`src/rtl/intarb_pkg.sv`:
```
// Shared definitions for the per-level interrupt source arbiter.
// Holds the "no request" vector code, the arbiter state encoding and the
// maximum number of sources a single BR level may carry.
package intarb_pkg;

  localparam logic [7:0] INTVEC_NONE = 8'h01;
  localparam int         NREQ_MAX    = 8;
  localparam int         IDXW        = 3;

  typedef enum logic [2:0] {
    IDLE    = 3'd0,
    OFFER   = 3'd1,
    LOCKED  = 3'd2,
    CANCEL  = 3'd3,
    DELIVER = 3'd4,
    HOLDOFF = 3'd5
  } state_t;

endpackage

```
`src/rtl/intarb_level_if.sv`:
```
// Bundle between the device request sources, the single-level BR/BG
// interrupt controller and the arbiter. The master modport is the arbiter's
// view; the slave modport is the view of the surrounding sources/controller.
interface intarb_level_if #(parameter int NREQ = 4);

  logic [NREQ-1:0]   req;
  logic [8*NREQ-1:0] vec;
  logic              br_out_h;
  logic              sack_out_h;
  logic              intr_out_h;
  logic [7:0]        intvec;
  logic [NREQ-1:0]   ack;
  logic              busy;

  modport master (
    input  req, vec, br_out_h, sack_out_h, intr_out_h,
    output intvec, ack, busy
  );

  modport slave (
    output req, vec, br_out_h, sack_out_h, intr_out_h,
    input  intvec, ack, busy
  );

endinterface

```
`src/rtl/intarb_pick.sv`:
```
// Combinational winner search: scans req upward from the start index,
// wrapping at NREQ-1, and reports the first set bit. A start of 0 gives
// plain fixed priority with index 0 highest.
module intarb_pick
  import intarb_pkg::*;
#(
  parameter int NREQ = 4
) (
  input  logic [NREQ-1:0] req,
  input  logic [IDXW-1:0] start,
  output logic            found,
  output logic [IDXW-1:0] idx
);

  int pos;

  // Walk the candidates from farthest to nearest so the nearest set bit wins
  always_comb begin
    found = 1'b0;
    idx   = '0;
    pos   = 0;
    for (int k = NREQ - 1; k >= 0; k--) begin
      pos = int'(start) + k;
      if (pos >= NREQ) pos = pos - NREQ;
      if (req[pos]) begin
        found = 1'b1;
        idx   = IDXW'(pos);
      end
    end
  end

endmodule

```
`src/rtl/intarb_level.sv`:
```
// Per-level interrupt source arbiter sitting in front of the single-level
// BR/BG interrupt controller. Chooses one requesting source, holds its vector
// on intvec for the whole BR/grant/SACK/INTR sequence and pulses ack to that
// source once the controller has delivered the vector.
// Optional macro INTARB_ROUNDROBIN_EN switches fixed priority to round-robin.
module intarb_level
  import intarb_pkg::*;
#(
  parameter int NREQ = 4
) (
  input  logic             CLOCK,
  input  logic             RESET,
  intarb_level_if.master   bus
);

  state_t          state;
  logic [IDXW-1:0] sel;
  logic            intr_q;

  logic            pick_found;
  logic [IDXW-1:0] pick_idx;
  logic [IDXW-1:0] start;
  logic [7:0]      win_vec;
  logic            req_sel;
  logic [NREQ-1:0] sel_onehot;

`ifdef INTARB_ROUNDROBIN_EN
  logic [IDXW-1:0] last;
  assign start = (last == IDXW'(NREQ - 1)) ? '0 : last + 1'b1;
`else
  assign start = '0;
`endif

  intarb_pick #(.NREQ(NREQ)) u_pick (
    .req   (bus.req),
    .start (start),
    .found (pick_found),
    .idx   (pick_idx)
  );

  // Extract the candidate's vector and the selected source's request/ack bit
  always_comb begin
    win_vec    = '0;
    req_sel    = 1'b0;
    sel_onehot = '0;
    for (int i = 0; i < NREQ; i++) begin
      if (pick_idx == IDXW'(i)) win_vec = bus.vec[8*i +: 8];
      if (sel == IDXW'(i)) begin
        req_sel       = bus.req[i];
        sel_onehot[i] = 1'b1;
      end
    end
  end

  // Arbitration FSM; every output is registered alongside the state
  always_ff @(posedge CLOCK or posedge RESET) begin
    if (RESET) begin
      state      <= IDLE;
      sel        <= '0;
      intr_q     <= 1'b0;
      bus.intvec <= INTVEC_NONE;
      bus.ack    <= '0;
      bus.busy   <= 1'b0;
`ifdef INTARB_ROUNDROBIN_EN
      last       <= IDXW'(NREQ - 1);
`endif
    end else begin
      bus.ack <= '0;
      intr_q  <= bus.intr_out_h;
      case (state)
        IDLE: begin
          if (pick_found) begin
            sel        <= pick_idx;
            bus.intvec <= {win_vec[7:2], 2'b00};
            bus.busy   <= 1'b1;
            state      <= OFFER;
          end
        end
        OFFER: begin
          if (bus.br_out_h || bus.sack_out_h) begin
            state <= LOCKED;
          end else if (!req_sel) begin
            bus.intvec <= INTVEC_NONE;
            bus.busy   <= 1'b0;
            state      <= IDLE;
          end
        end
        LOCKED: begin
          if (bus.intr_out_h) begin
            state <= DELIVER;
          end else if (!req_sel) begin
            bus.intvec <= INTVEC_NONE;
            state      <= CANCEL;
          end
        end
        CANCEL: begin
          if (!bus.br_out_h && !bus.sack_out_h && !bus.intr_out_h) begin
            bus.busy <= 1'b0;
            state    <= IDLE;
          end
        end
        DELIVER: begin
          if (intr_q && !bus.intr_out_h) begin
            bus.ack    <= sel_onehot;
            bus.intvec <= INTVEC_NONE;
            state      <= HOLDOFF;
`ifdef INTARB_ROUNDROBIN_EN
            last       <= sel;
`endif
          end
        end
        HOLDOFF: begin
          bus.busy <= 1'b0;
          state    <= IDLE;
        end
        default: begin
          bus.intvec <= INTVEC_NONE;
          bus.busy   <= 1'b0;
          state      <= IDLE;
        end
      endcase
    end
  end

endmodule
```
`src/flat_wrapper.sv`:
```
// flat-port wrapper written by rule: the top's interface ports become plain ports
module intarb_level_flat import intarb_pkg::*;
#(
  parameter int NREQ = 4
)
  (CLOCK, RESET, bus_req, bus_vec, bus_br_out_h, bus_sack_out_h, bus_intr_out_h, bus_intvec, bus_ack, bus_busy);
  intarb_level_if #(.NREQ(NREQ)) bus_i ();
  input  logic CLOCK;
  input  logic RESET;
  input wire logic [$bits(bus_i.req)-1:0] bus_req;
  input wire logic [$bits(bus_i.vec)-1:0] bus_vec;
  input wire logic [$bits(bus_i.br_out_h)-1:0] bus_br_out_h;
  input wire logic [$bits(bus_i.sack_out_h)-1:0] bus_sack_out_h;
  input wire logic [$bits(bus_i.intr_out_h)-1:0] bus_intr_out_h;
  output wire logic [$bits(bus_i.intvec)-1:0] bus_intvec;
  output wire logic [$bits(bus_i.ack)-1:0] bus_ack;
  output wire logic [$bits(bus_i.busy)-1:0] bus_busy;
  assign bus_i.req = bus_req;
  assign bus_i.vec = bus_vec;
  assign bus_i.br_out_h = bus_br_out_h;
  assign bus_i.sack_out_h = bus_sack_out_h;
  assign bus_i.intr_out_h = bus_intr_out_h;
  assign bus_intvec = bus_i.intvec;
  assign bus_ack = bus_i.ack;
  assign bus_busy = bus_i.busy;
  intarb_level #(.NREQ(NREQ)) u_core (.CLOCK(CLOCK), .RESET(RESET), .bus(bus_i));
endmodule
```
`config.mk`:
```
export PLATFORM = sky130hd
export DESIGN_NAME = intarb_level_flat
export DESIGN_NICKNAME = d
export VERILOG_FILES = /design/src/rtl/intarb_pkg.sv /design/src/rtl/intarb_level_if.sv /design/src/rtl/intarb_pick.sv /design/src/rtl/intarb_level.sv /design/src/flat_wrapper.sv
export SDC_FILE = /design/constraint.sdc
export NUM_CORES = 1
export LEC_CHECK = 0
export BUFFER_PORTS_ARGS = -buffer_cell sky130_fd_sc_hd__buf_2
export CAP_MARGIN = 20
export CORE_UTILIZATION = 46
export DETAILED_ROUTE_END_ITERATION = 7
export PLACE_DENSITY = 0.77
export REMOVE_ABC_BUFFERS = 1
export SLEW_MARGIN = 20
export SYNTH_ARGS = -nofsm -noshare
export SYNTH_HDL_FRONTEND = slang
export SYNTH_HIERARCHICAL = 1
export SYNTH_SLANG_ARGS = --single-unit
export TNS_END_PERCENT = 20
```
`constraint.sdc`:
```
create_clock -name CLOCK -period 1.6 [get_ports CLOCK]
set_input_delay 0.08 -clock CLOCK [delete_from_list [all_inputs] [get_ports CLOCK]]
set_output_delay 0.08 -clock CLOCK [all_outputs]
set_load 0.01 [all_outputs]
```
==> key figures <==
Logic synthesis
  • Cell variety after synth: 46
  • Main area contributors after synthesis: dfrtp_1 (28%), mux2_2 (11%), mux2_4 (5.7%)
  • Synth Area in Adders: 5.52%
  • XOR/XNOR Fraction of Synth Area: 1.66%
  • Top cell type by total area after synthesis: dfrtp_1
  • Post-Synthesis Mean Instance Area: 9.85 sq um
  • Cells after synthesis: 161
  • Most common cell in the netlist: nor2_1
  • Mapped Area: 0.00159 sq mm
  • Number of flops mapped to enable cells by yosys: 0
  • Mux contribution to synthesized area: 26.6%
  • Post-synth top area share: 28.4%
  • Post-synth top cells: nor2_1 (21), dfrtp_1 (18), mux2_2 (16)
  • Largest family of logic cells by synthesized area: multiplexers
  • Async SR Flop Fraction: 100%
  • Dominant synthesized flop cell: dfrtp_1
  • Synth Area in Simple Gates: 15.0%
  • Synth Warn #: 6
  • FF+latch count, synth: 19
  • Synth Area in Compound Gates: 13.9%
  • Register area share after synthesis: 30.0%

Timing
  • Setup Viol. Count Final: 6
  • Final Hold Viols: 0
  • Worst rel slew slack: 51.1%
  • RSZ-0062 raised after global routing: true
  • Setup ws final: -0.347 ns
  • Tmin final: 1.95 ns
  • Final period util: 122%
  • Clock skew: 0.000352 ns
  • Final Max Slew Viols: 0
  • Worst-margin pin slew: 0.733 ns
  • Fmax: 514 MHz
  • TNS Setup: -1.99 ns

Global routing
  • Remaining global-route overflow: 0
  • Initial antenna violation count: 0
  • Pin count of the biggest net entering global routing: 20
  • First-pass GRT wire length: 6820 um
  • Total track usage: 25.3%
  • Vias in the first global route: 1556

Clock tree
  • CTS Buffer Depth: 2
  • CTS Root Cell: clkbuf_4
  • CTS H-tree depth: 1
  • Clock-pin transition on the worst setup and hold timing paths: 0.12 ns
  • Clock sink count: 19
  • CTS tree: done
  • Inserted Clock Buffers: 3
  • Clock latency on the worst-skew pair: 0.30 ns

Outcome
  • Status: finished with violations
  • Failing checks: setup timing

Floorplan
  • IO Count: 54
  • Core box area: 0.00315 sq mm
  • Starting density of the core: 50.3%
  • Total die area: 0.00369 sq mm
  • Die H: 60.7 um
  • Die width: 60.7 um
  • Core Rows: 20

Critical path
  • WS Path Type: input pin to flip-flop
  • Worst-path maximum fanout: 7
  • CP Cell Sequence: buf_6 > mux4_2 > a21oi_2 > mux2i_2 > buf_6 > mux2_4 > o22ai_2 > nor2_1 > mux2_4
  • Crit path max-delay family: multiplexers
  • Required time of the worst setup path: 1.80 ns
  • Buf/Inv on CP: 2
  • Data arrival, critical path: 2.15 ns
  • Slowest stage cell, crit path: mux4_2
  • Largest stage delay, worst path: 0.48 ns
  • CP Launch Type: input pin
  • Worst setup EP type: flip-flop

Place
  • Post-Place Cells: 285
  • Final HPWL DP: 3030 um
  • Post-Place Worst Slack: -0.662 ns
  • Port bufs: 44
  • GPL Wtd Cong: 0.818

Layout
  • Final net count: 300
  • Non-Filler Instances: 295
  • Share of post-route cells with drive strength above 1: 50.6%
  • Ant diodes: 0
  • P&R area growth vs syn: 42.7%

Drt
  • DRC viols: 0
  • Initial DRC Count: 46
  • Antenna Violating Nets Remaining: 0
  • First-pass DRT Iterations: 4
  • Vias per cell: 5.16
  • Drt total wl: 4310 um
  • Vias: 1521
  • Routed wire length per instance: 14.6 um

Pwr
  • Clk pwr share: 9.3%
  • VDD IR max: 1030 uV
  • Power, Total: 2.75 mW
  • Comb pwr share: 63.1%
  • P_sw: 1.07 mW
  • Pint: 1.68 mW
  • Power Density: 1220 mW/mm^2
  • Static Leakage: 1.17 nW
  • Flop pwr share: 27.6%
  • Sw Share: 38.9%

Min path
  • Worst hold path type: input pin to flip-flop

Run
  • Max-cap viol count: 0
## power groups by stage
stage,combinational [mW],clock (mW),sequential (mW)
4_1_cts,1.67,0.258,0.752
5_1_grt,1.88,0.281,0.773
3_5_place_dp,1.60,0,0.760
3_3_place_gp,1.56,0,0.754
2_1_floorplan,0.826,0,0.821
6_report,1.74,0.255,0.760
## what timing repair did
| action | CTS | global route |
|---|---|---|
| endpoints found under the hold margin | 18 | 0 |
| hold buffers | 1 | 0 |
| pin swaps | 7 | 7 |
| endpoints found under the setup margin | 7 | 8 |
| gates cloned | 1 | 0 |
| resized for setup | 20 | 7 |
| setup buffers | 3 | 1 |
## area by class of cell
cell class,instances,area [sq um]
tap,44,55.1
clock buffer,3,22.5
sequential,19,478
clock inverter,1,5.00
multi-input combinational,137,1130
timing repair buffer,82,534
inverter,9,33.8
fill,234,890
## through the flow
step / area, sq um / util [%] / hold slack [ns]
after floorplan: 1560 / - / 0.0304
after global placement: 2090 / 66.3 / 0.223
after detailed placement: 2090 / 66.3 / 0.245
after CTS: 2220 / 70.5 / 0.0229
after global routing: 2260 / 71.8 / 0.0241
final: 2260 / 71.8 / 0.0276
## worst reg2reg max path, cell delays in order, from the launching register on
cell     delay [ns]
dfrtp_1        0.48
or3b_1         0.42
o22ai_2        0.18
a221o_1        0.22
buf_12         0.14
mux2_4         0.30
## final timing paths
| path | from | to | slack [ns] | depth (start not counted) |
|---|---|---|---|---|
| min in group asynchronous | RESET | u_core/intr_q$_DFF_PP0_ | 0.43 | 3 |
| hold reg to reg | u_core/bus.intvec[0]$_DFFE_PP1P_ | u_core/bus.intvec[0]$_DFFE_PP1P_ | 0.48 | 2 |
| max in group asynchronous | RESET | u_core/sel[0]$_DFFE_PP0P_ | 0.67 | 3 |
| hold / removal | bus_intr_out_h | u_core/intr_q$_DFF_PP0_ | 0.03 | 2 |
| setup / recovery | bus_req[2] | u_core/bus.intvec[7]$_DFFE_PP0P_ | -0.35 | 9 |
| setup reg to reg | u_core/state[2]$_DFFE_PP0P_ | u_core/bus.intvec[3]$_DFFE_PP0P_ | -0.24 | 5 |
## logic make-up after synthesis
family | count (synthesis)
xor gates and xnor gates | 3
buffers and inverters | 20
muxes | 31
and+or+nand+nor | 48
other | 1
AOI/OAI and AO/OA | 32
DFF | 19
adders and majority gates | 7
## metal layers
metal | vias to the layer above | track usage (%) | wire length [um]
li1 | 741 | - | -
met1 | 725 | 28.1 | 1830
met2 | 49 | 48.4 | 2270
met3 | 6 | 4.69 | 167
met4 | 0 | 8.44 | 44
met5 | - | 0 | 0
## registers in the layout, summed over array words and instances, names as in the netlist
name / count
u_core/bus.busy: 1
u_core/bus.intvec: 7
u_core/sel: 3
u_core/intr_q: 1
u_core/state: 3
u_core/bus.ack: 4
## cell usage in the layout, fill, tap and decap left out, types with 2 or more instances in the layout
master	instances
buf_2	43
buf_4	34
nor2_1	20
dfrtp_1	17
mux2_4	16
conb_1	16
inv_1	9
nand2_1	8
a21oi_1	8
o22ai_2	7
ha_1	7
mux2_2	6
nor3_1	4
a31oi_1	4
clkbuf_4	3
buf_6	3
nand2b_1	3
o21ai_0	3
mux2i_1	3
mux2i_2	2
nor4_1	2
nor3b_1	2
mux4_2	2
xnor2_1	2
No activity file was read; power rests on OpenSTA's default activity.
